`config.mk`:
```
export PLATFORM = sky130hd
export DESIGN_NAME = sseg_scan_mux
export DESIGN_NICKNAME = d
export VERILOG_FILES = /design/src/rtl/sseg_scan_mux.sv
export SDC_FILE = /design/constraint.sdc
export NUM_CORES = 1
export LEC_CHECK = 0
export CAP_MARGIN = 15
export CORE_AREA = 3 3 67 69
export DETAILED_ROUTE_END_ITERATION = 8
export DIE_AREA = 0 0 70 72
export PLACE_DENSITY_LB_ADDON = 0.08
export SLEW_MARGIN = 15
export SYNTH_ARGS = -nofsm -noshare
export SYNTH_HDL_FRONTEND = slang
export SYNTH_SLANG_ARGS = --single-unit
```
`constraint.sdc`:
```
create_clock -name clk_clk -period 5.99 [get_ports clk_clk]
set_input_delay 1.198 -clock clk_clk [delete_from_list [all_inputs] [get_ports clk_clk]]
set_output_delay 1.198 -clock clk_clk [all_outputs]
set_load 0.02 [all_outputs]
```
`src/rtl/sseg_scan_mux.sv`:
```
// Four-digit 7-segment scanner: one digit per slot, each slot opened by a blanking gap.
// Latency: inputs sampled once per slot at the blank->show edge; outputs registered; free-running, no backpressure.
module sseg_scan_mux #(
  parameter int DIGIT_CYCLES   = 50000,
  parameter int BLANK_CYCLES   = 500,
  parameter int SEG_ACTIVE_LOW = 1,
  parameter int AN_ACTIVE_LOW  = 1
) (
  input  logic       clk_clk,
  input  logic       reset_reset_n,
  input  logic [7:0] sseg0_in,
  input  logic [7:0] sseg1_in,
  input  logic [7:0] sseg2_in,
  input  logic [7:0] sseg3_in,
  input  logic [3:0] digit_en,
  output logic [7:0] seg_out,
  output logic [3:0] an_out,
  output logic       frame_tick
);

  localparam int CW = $clog2(DIGIT_CYCLES);
  localparam logic [CW-1:0] CNT_LAST = CW'(DIGIT_CYCLES - 1);
  localparam logic [CW-1:0] CNT_CAPT = CW'(BLANK_CYCLES - 1);
  localparam logic [7:0]    SEG_OFF  = (SEG_ACTIVE_LOW != 0) ? 8'hFF : 8'h00;
  localparam logic [3:0]    AN_OFF   = (AN_ACTIVE_LOW != 0) ? 4'hF : 4'h0;

  typedef enum logic {BLANK, SHOW} state_t;

  state_t        state_q, state_d;
  logic [CW-1:0] cnt_q, cnt_d;
  logic [1:0]    idx_q, idx_d;
  logic [7:0]    seg_q, seg_d;
  logic [3:0]    an_q, an_d;
  logic          tick_q, tick_d;

  logic [7:0]    sel_pat;
  logic [3:0]    sel_onehot;

  always_ff @(posedge clk_clk or negedge reset_reset_n) begin
    if (!reset_reset_n) begin
      state_q <= BLANK;
      cnt_q   <= '0;
      idx_q   <= 2'd0;
      seg_q   <= SEG_OFF;
      an_q    <= AN_OFF;
      tick_q  <= 1'b0;
    end else begin
      state_q <= state_d;
      cnt_q   <= cnt_d;
      idx_q   <= idx_d;
      seg_q   <= seg_d;
      an_q    <= an_d;
      tick_q  <= tick_d;
    end
  end

  always_comb begin
    sel_pat = sseg0_in;
    case (idx_q)
      2'd0:    sel_pat = sseg0_in;
      2'd1:    sel_pat = sseg1_in;
      2'd2:    sel_pat = sseg2_in;
      default: sel_pat = sseg3_in;
    endcase
    sel_onehot = 4'b0001 << idx_q;
  end

  always_comb begin
    state_d = state_q;
    cnt_d   = cnt_q + 1'b1;
    idx_d   = idx_q;
    seg_d   = seg_q;
    an_d    = an_q;
    tick_d  = 1'b0;

    // Slot timing runs independently of the enable mask so the scan rate never changes.
    if (cnt_q == CNT_LAST) begin
      cnt_d = '0;
      idx_d = idx_q + 2'd1;
    end

    case (state_q)
      BLANK: begin
        if (cnt_q == CNT_CAPT) begin
          state_d = SHOW;
          // The output flops double as the holding registers: no mid-slot tearing.
          if (digit_en[idx_q]) begin
            seg_d = sel_pat ^ SEG_OFF;
            an_d  = sel_onehot ^ AN_OFF;
          end else begin
            seg_d = SEG_OFF;
            an_d  = AN_OFF;
          end
        end
      end
      SHOW: begin
        if (cnt_q == CNT_LAST) begin
          state_d = BLANK;
          seg_d   = SEG_OFF;
          an_d    = AN_OFF;
          tick_d  = (idx_q == 2'd3);
        end
      end
      default: begin
        state_d = BLANK;
        seg_d   = SEG_OFF;
        an_d    = AN_OFF;
      end
    endcase
  end

  assign seg_out    = seg_q;
  assign an_out     = an_q;
  assign frame_tick = tick_q;

endmodule

```
==> After elaboration in Yosys (flattened, before gate mapping) <==
Cells that the tools add are included.
{ "word_totals": {"ff_bits": 32, "latchBits": 0, "ramBits": 0, "mem_bits_ro": 0, "in_bits": 38, "wordCells": 39, "memories": 0} }
{ "classes": {"add_sub_neg": 2, "n_mul": 0, "div": 0, "n_lt_le_gt_ge": 1, "eq_ne": 7, "shifts": 1, "mux": 17, "n_bitwise": 3, "n_reduce_logical": 2} }
{ "ops": {"columns": ["cell", "n"], "rows": [
  ["two-way mux 8 bit", 3],
  ["case mux 8 bit (3 select lines)", 1],
  ["adder 16 x 1 -> 16 bit, second input constant", 1],
  ["equality test 16 bit, second input constant", 1],
  ["equality test 16 x 9 -> 1 bit, second input constant", 1],
  ["two-way mux 16 bit", 1],
  ["case mux 8 bit (2 select lines)", 1],
  ["two-way mux 4 bit", 3],
  ["inverter 8 bit", 1],
  ["case mux 4 bit (2 select lines)", 1],
  ["two-way mux 1 bit", 5],
  ["equality test 2 bit, second input constant", 2],
  ["inverter 4 bit", 1],
  ["left shift 1 x 2 -> 4 bit, first input constant", 1],
  ["< comparator 2 x 3 -> 1 bit, second input constant", 1],
  ["adder 2 x 1 -> 2 bit, second input constant", 1],
  ["binary-select mux 1 bit (select 2 bit)", 1],
  ["equality test 2 x 1 -> 1 bit, second input constant", 1],
  ["zero test 2 bit", 1],
  ["!= test 2 x 1 -> 1 bit, second input constant", 1],
  ["!= test 2 bit, second input constant", 1],
  ["case mux 1 bit (2 select lines)", 1],
  ["AND reduction 2 bit", 1],
  ["inverter 1 bit", 1]
]} }

==> Longest topological paths before layout <==
{ "depth": {"ltp_word": 6, "depth_mapped": 7, "depth_no_buf": 6} }

==> Worst setup path after synthesis <==
OpenSTA, ideal clock, no wires.
{ "synth_path": {"path_kind": "input-to-reg", "startpoint": "input digit_en[3]", "endpoint": "register seg_q[0] (netlist: seg_out[0])", "setup_ps": 59, "arrival_time_ps": 2164, "path_slack_ps": 3766, "stages": 5, "cell_sequence": "mux4_2 > and2_1 > buf_6 > nand2_1 > mux2_2"} }
{ "synth_via": {"elab_chain_len": 5} }
{ "synth_rtl": {"columns": ["element", "line", "rtl"], "rows": [
  ["start: declaration", "15", "input logic [3:0] digit_en,"],
  ["binary-select mux 1 bit (select 2 bit)", "87", "if (digit_en[idx_q]) begin"],
  ["two-way mux 1 bit (implied by the code)", "87", null],
  ["two-way mux 8 bit", "87", null],
  ["two-way mux 8 bit", "84", "if (cnt_q == CNT_CAPT) begin"],
  ["case mux 8 bit (2 select lines)", "82", "case (state_q)"],
  ["end signal: assignment", "51", "seg_q <= seg_d;"],
  ["end: declaration", "32", "logic [7:0] seg_q, seg_d;"]
]} }
Every way passes these cells. The select of a mux whose other input is x is not followed.
A chain may end at the register's enable or synchronous reset.

==> Worst setup path in the final report <==
{ "layout_path": {"startpoint": "register an_q[2] (netlist: an_out[2])", "endpoint": "output an_out[2]"} }
{ "layout_lines": {"columns": ["element", "line", "rtl"], "rows": [
  ["start: declaration", "33", "logic [3:0] an_q, an_d;"],
  ["start signal: assignment", "52", "an_q <= an_d;"],
  ["end: declaration", "17", "output logic [3:0] an_out,"]
]} }
No word-level cell between the ends.

==> flow_summary.html <==
<table>
<tr><th>Metric</th><th>Value</th></tr>
<tr><th colspan="2">Clock network</th></tr>
<tr><td>Number of H-tree branching levels</td><td>2</td></tr>
<tr><td>Largest buffer count on any clock path</td><td>2</td></tr>
<tr><td>CTS Hold Buffers Added</td><td>0</td></tr>
<tr><td>Root buffer selected by CTS</td><td>sky130_fd_sc_hd__clkbuf_8</td></tr>
<tr><td>Total clock sinks</td><td>32</td></tr>
<tr><td>Clock buffer count from CTS</td><td>5</td></tr>
<tr><td>Cells resized by post-CTS repair</td><td>0</td></tr>
<tr><td>Clock transition at the registers of the reported paths</td><td>0.07 ns</td></tr>
<tr><td>Setup Buffers After CTS</td><td>0</td></tr>
<tr><td>Insertion delay to the later sink of the worst-skew pair</td><td>0.29 ns</td></tr>
<tr><td>Clock tree from TritonCTS</td><td>yes</td></tr>
<tr><th colspan="2">Synthesis</th></tr>
<tr><td>Post-Syn Instances</td><td>174</td></tr>
<tr><td>Yosys Warn Count</td><td>0</td></tr>
<tr><td>Predominant post-synthesis flop cell</td><td>sky130_fd_sc_hd__dfrtp_1</td></tr>
<tr><td>Sequential fraction of the synthesis area</td><td>0.4687</td></tr>
<tr><td>Cell area after synthesis</td><td>1740 µm²</td></tr>
<tr><td>Number of synthesized register bits</td><td>32</td></tr>
<tr><td>Share of synthesized registers carrying an async set or reset</td><td>1.000</td></tr>
<tr><td>Number of enable flip-flop cells after synthesis</td><td>0</td></tr>
<tr><td>Synthesized net count</td><td>218</td></tr>
<tr><td>Unique masters post-synth</td><td>33</td></tr>
<tr><td>Avg Inst Size Synth</td><td>10.00 µm²</td></tr>
<tr><th colspan="2">Critical path</th></tr>
<tr><td>Type of the worst setup path</td><td>register to output pin</td></tr>
<tr><td>Ordered list of cells on the worst path</td><td>clkdlybuf4s50_1</td></tr>
<tr><td>Number of cells on the worst reg-to-reg path</td><td>5</td></tr>
<tr><td>Arrival time of the worst setup path</td><td>1.44 ns</td></tr>
<tr><td>Source of the worst register-to-register timing path</td><td>cnt_q[4]</td></tr>
<tr><td>Library cell contributing the largest single delay on the critical path</td><td>sky130_fd_sc_hd__clkdlybuf4s50_1</td></tr>
<tr><td>Category of the worst setup path launch point</td><td>register</td></tr>
<tr><td>Buffers and inverters on the worst path</td><td>1</td></tr>
<tr><td>Kind of end point of the critical path</td><td>output pin</td></tr>
<tr><td>Maximum fanout along the worst path</td><td>2</td></tr>
<tr><td>Setup slack on the worst flop-to-flop path</td><td>3.67 ns</td></tr>
<tr><td>Req. time, crit path</td><td>4.79 ns</td></tr>
<tr><td>Crit Reg-Reg Endpoint</td><td>cnt_q[12]</td></tr>
<tr><td>CP max stage delay</td><td>0.61 ns</td></tr>
<tr><td>Kind of cell with the highest combined delay on the critical path</td><td>buffers and inverters</td></tr>
<tr><th colspan="2">Power</th></tr>
<tr><td>Psw</td><td>87.30 µW</td></tr>
<tr><td>Fraction of power consumed by sequential logic</td><td>0.456</td></tr>
<tr><td>Leakage power</td><td>0.0009554 µW</td></tr>
<tr><td>Share of total power in the clock network</td><td>0.469</td></tr>
<tr><td>Design internal power</td><td>387.9 µW</td></tr>
<tr><td>Proportion of total power due to net switching</td><td>0.1837</td></tr>
<tr><td>Maximum vdd drop</td><td>0.0001059 V</td></tr>
<tr><td>Power density over the cells</td><td>196.9 nW/µm²</td></tr>
<tr><td>Comb power frac</td><td>0.075</td></tr>
<tr><td>Total power</td><td>475.2 µW</td></tr>
<tr><th colspan="2">Cells and area</th></tr>
<tr><td>Syn-to-layout area delta</td><td>38.68%</td></tr>
<tr><td>Final #Nets</td><td>271</td></tr>
<tr><td>Fin area</td><td>2414 µm²</td></tr>
<tr><td>Share of cells above drive strength 1</td><td>0.1579</td></tr>
<tr><td>Antenna fix cells</td><td>0</td></tr>
<tr><th colspan="2">Placed design</th></tr>
<tr><td># port buffers</td><td>50</td></tr>
<tr><td>Placement Cell Area</td><td>2287 µm²</td></tr>
<tr><td>Setup slack at placement</td><td>3.243 ns</td></tr>
<tr><td>Total half-perimeter wirelength after legalization and detailed placement</td><td>3153 µm</td></tr>
<tr><td>Final weighted congestion in routability-driven placement</td><td>0.8452</td></tr>
<tr><th colspan="2">Hold path</th></tr>
<tr><td>Path type of the worst min-delay path</td><td>register to register</td></tr>
<tr><td>Hold_sp</td><td>cnt_q[0]</td></tr>
<tr><td>Count of cells along the worst hold path</td><td>1</td></tr>
<tr><td>Destination of the worst hold path</td><td>cnt_q[0]</td></tr>
<tr><th colspan="2">Route</th></tr>
<tr><td>Vias</td><td>1494</td></tr>
<tr><td>Remaining design rule violation count</td><td>0</td></tr>
<tr><td>Total wire length after detailed routing</td><td>4190 µm</td></tr>
<tr><td>Routed via count divided by cell count</td><td>5.374</td></tr>
<tr><td>Count of antenna-violating nets left after detailed routing</td><td>0</td></tr>
<tr><td>Per-cell routed wire length</td><td>15.07 µm</td></tr>
<tr><td>Violation count after the first detailed-routing iteration</td><td>57</td></tr>
<tr><td>Pre-Repair DR Iteration Count</td><td>5</td></tr>
<tr><th colspan="2">Floorplanning</th></tr>
<tr><td>Full die area</td><td>5040 µm²</td></tr>
<tr><td>Die extent in x</td><td>70 µm</td></tr>
<tr><td>Floorplan Core Area</td><td>3971 µm²</td></tr>
<tr><td>Std-Cell Rows</td><td>23</td></tr>
<tr><td>Initial Utilization</td><td>0.4382</td></tr>
<tr><td>Chip height</td><td>72 µm</td></tr>
<tr><td>Ports</td><td>51</td></tr>
<tr><th colspan="2">GRT</th></tr>
<tr><td>Global routing usage summed across all routing layers</td><td>0.1758</td></tr>
<tr><td>Antenna violations before repair</td><td>0</td></tr>
<tr><td>GR Overflow Total</td><td>0</td></tr>
<tr><td>Pin count of the biggest net entering global routing</td><td>33</td></tr>
<tr><td>First-pass GRT wire length</td><td>7010 µm</td></tr>
<tr><td>Vias in the first global route</td><td>1469</td></tr>
<tr><th colspan="2">STA</th></tr>
<tr><td>Final period util</td><td>0.4401</td></tr>
<tr><td>RSZ-0062 raised after global routing</td><td>no</td></tr>
<tr><td>Hold Fails Final Rpt</td><td>0</td></tr>
<tr><td>Final setup slack of the worst path</td><td>3.354 ns</td></tr>
<tr><td>Final setup vio count</td><td>0</td></tr>
<tr><td>F_max</td><td>379.3 MHz</td></tr>
<tr><td>Least-Margin Pin Slew</td><td>0.6329 ns</td></tr>
<tr><td>Final period demand of the worst path</td><td>2.636 ns</td></tr>
<tr><td>Worst Skew</td><td>0.008122 ns</td></tr>
<tr><td>Worst-case headroom to the max-slew limit</td><td>0.5769</td></tr>
<tr><td>Final count of pins violating max slew</td><td>0</td></tr>
<tr><td>Sum of negative setup slack</td><td>0 ns</td></tr>
<tr><th colspan="2">Flow run</th></tr>
<tr><td>Total of max-cap violations</td><td>0</td></tr>
<tr><th colspan="2">Status</th></tr>
<tr><td>Result of the run</td><td>completed</td></tr>
</table>
power groups by stage:
stage	combinational [µW]	sequential (µW)	clock, µW
5_1_grt	38.7	216	240
6_report	35.8	217	223
3_5_place_dp	35.7	220	0
4_1_cts	36.3	217	229
2_1_floorplan	6.41	220	0
3_3_place_gp	35.1	220	0
cells in the mapped netlist (all sizes together) (2+ instances only):
cell | number | area [µm²]
nand3 | 8 | 40.04
dfstp | 12 | 315.3
inv | 5 | 18.77
buf | 4 | 23.77
xor2 | 5 | 43.79
and3 | 3 | 18.77
nor3 | 5 | 25.02
o21ai | 16 | 80.08
or3 | 2 | 12.51
nor2 | 8 | 30.03
nand4 | 4 | 25.02
mux2 | 9 | 101.4
ha | 6 | 75.07
and2 | 2 | 12.51
a222oi | 8 | 80.08
nand2 | 29 | 108.9
or4 | 2 | 15.01
and4 | 3 | 27.53
xnor2 | 5 | 43.79
nor4 | 2 | 12.51
clkbuf | 2 | 7.510
a21oi | 8 | 51.30
dfrtp | 20 | 500.5
layout make-up:
class	count	area, µm²
clock inverter	1	30.03
inverter	5	18.77
sequential	32	815.8
clock buffer	7	96.34
multi-input combinational	131	874.6
fill	332	1558
tap	50	62.56
timing repair buffer	52	515.5
routing by layer:
| layer | vias to the layer above | GRT usage | wire, µm | part of all wire |
|---|---|---|---|---|
| met2 | 55 | 0.2833 | 1925 | 0.46 |
| met3 | 6 | 0.05263 | 352 | 0.084 |
| li1 | 740 | - | - | - |
| met1 | 693 | 0.2186 | 1835 | 0.44 |
| met4 | 0 | 0.08085 | 77 | 0.018 |
| met5 | - | 0 | 0 | 0 |
cell families after synthesis:
family,after synthesis,synth area share
muxes,10,0.07117
adders and majority gates,6,0.04313
and+or+nand+nor,71,0.2085
AOI/OAI and AO/OA,34,0.1294
DFF,32,0.4687
xor gates and xnor gates,10,0.05032
buffers and inverters,11,0.02876
sequential cells by signal, summed over array words and instances, names as in the netlist:
| name | flops |
|---|---|
| idx_q | 2 |
| seg_out | 8 |
| an_out | 4 |
| frame_tick | 1 |
| cnt_q | 16 |
| state_q | 1 |
cell usage in the layout (no fill, tap or decap):
| master | count |
|---|---|
| sky130_fd_sc_hd__inv_1 | 5 |
| sky130_fd_sc_hd__or4b_4 | 1 |
| sky130_fd_sc_hd__or4_1 | 2 |
| sky130_fd_sc_hd__ha_1 | 6 |
| sky130_fd_sc_hd__nor4b_2 | 1 |
| sky130_fd_sc_hd__buf_4 | 2 |
| sky130_fd_sc_hd__and4_2 | 1 |
| sky130_fd_sc_hd__nand4_1 | 4 |
| sky130_fd_sc_hd__nor2_1 | 8 |
| sky130_fd_sc_hd__o21ai_0 | 16 |
| sky130_fd_sc_hd__dfrtp_1 | 20 |
| sky130_fd_sc_hd__or3_1 | 2 |
| sky130_fd_sc_hd__and2_1 | 2 |
| sky130_fd_sc_hd__mux4_2 | 1 |
| sky130_fd_sc_hd__clkbuf_8 | 7 |
| sky130_fd_sc_hd__mux2_2 | 9 |
| sky130_fd_sc_hd__nor4_1 | 2 |
| sky130_fd_sc_hd__nor2b_1 | 1 |
| sky130_fd_sc_hd__and4_1 | 2 |
| sky130_fd_sc_hd__o31ai_1 | 1 |
| sky130_fd_sc_hd__a21oi_4 | 1 |
| sky130_fd_sc_hd__a21oi_1 | 7 |
| sky130_fd_sc_hd__xnor2_1 | 5 |
| sky130_fd_sc_hd__clkdlybuf4s50_1 | 50 |
| sky130_fd_sc_hd__nand3_1 | 8 |
| sky130_fd_sc_hd__dfstp_2 | 12 |
| sky130_fd_sc_hd__o22ai_1 | 1 |
| sky130_fd_sc_hd__xor2_1 | 5 |
| sky130_fd_sc_hd__bufinv_16 | 1 |
| sky130_fd_sc_hd__and3_1 | 3 |
| sky130_fd_sc_hd__nand2_1 | 29 |
| sky130_fd_sc_hd__a222oi_1 | 8 |
| sky130_fd_sc_hd__nor3_1 | 5 |
worst max-delay path by stage:
stage / from / to / slack (ns) / cells past startpoint
6_report: an_out[2] / an_out[2] / 3.35 / 1
5_1_grt: an_out[2] / an_out[2] / 3.32 / 1
4_1_cts: an_out[2] / an_out[2] / 3.34 / 1
3_5_place_dp: digit_en[1] / seg_out[0] / 3.24 / 5
3_3_place_gp: digit_en[1] / seg_out[5] / 3.31 / 5
2_1_floorplan: digit_en[3] / seg_out[0] / 3.77 / 5
through the flow:
step	cells	hold WS [ns]	utilization
after floorplan	174	0.4479	-
after global placement	270	0.4680	0.5759
after detailed placement	270	0.4744	0.5759
after CTS	278	0.4821	0.6078
after global routing	278	0.5259	0.6078
final	278	0.4813	0.6078
Power figures use the tool's default switching activity.
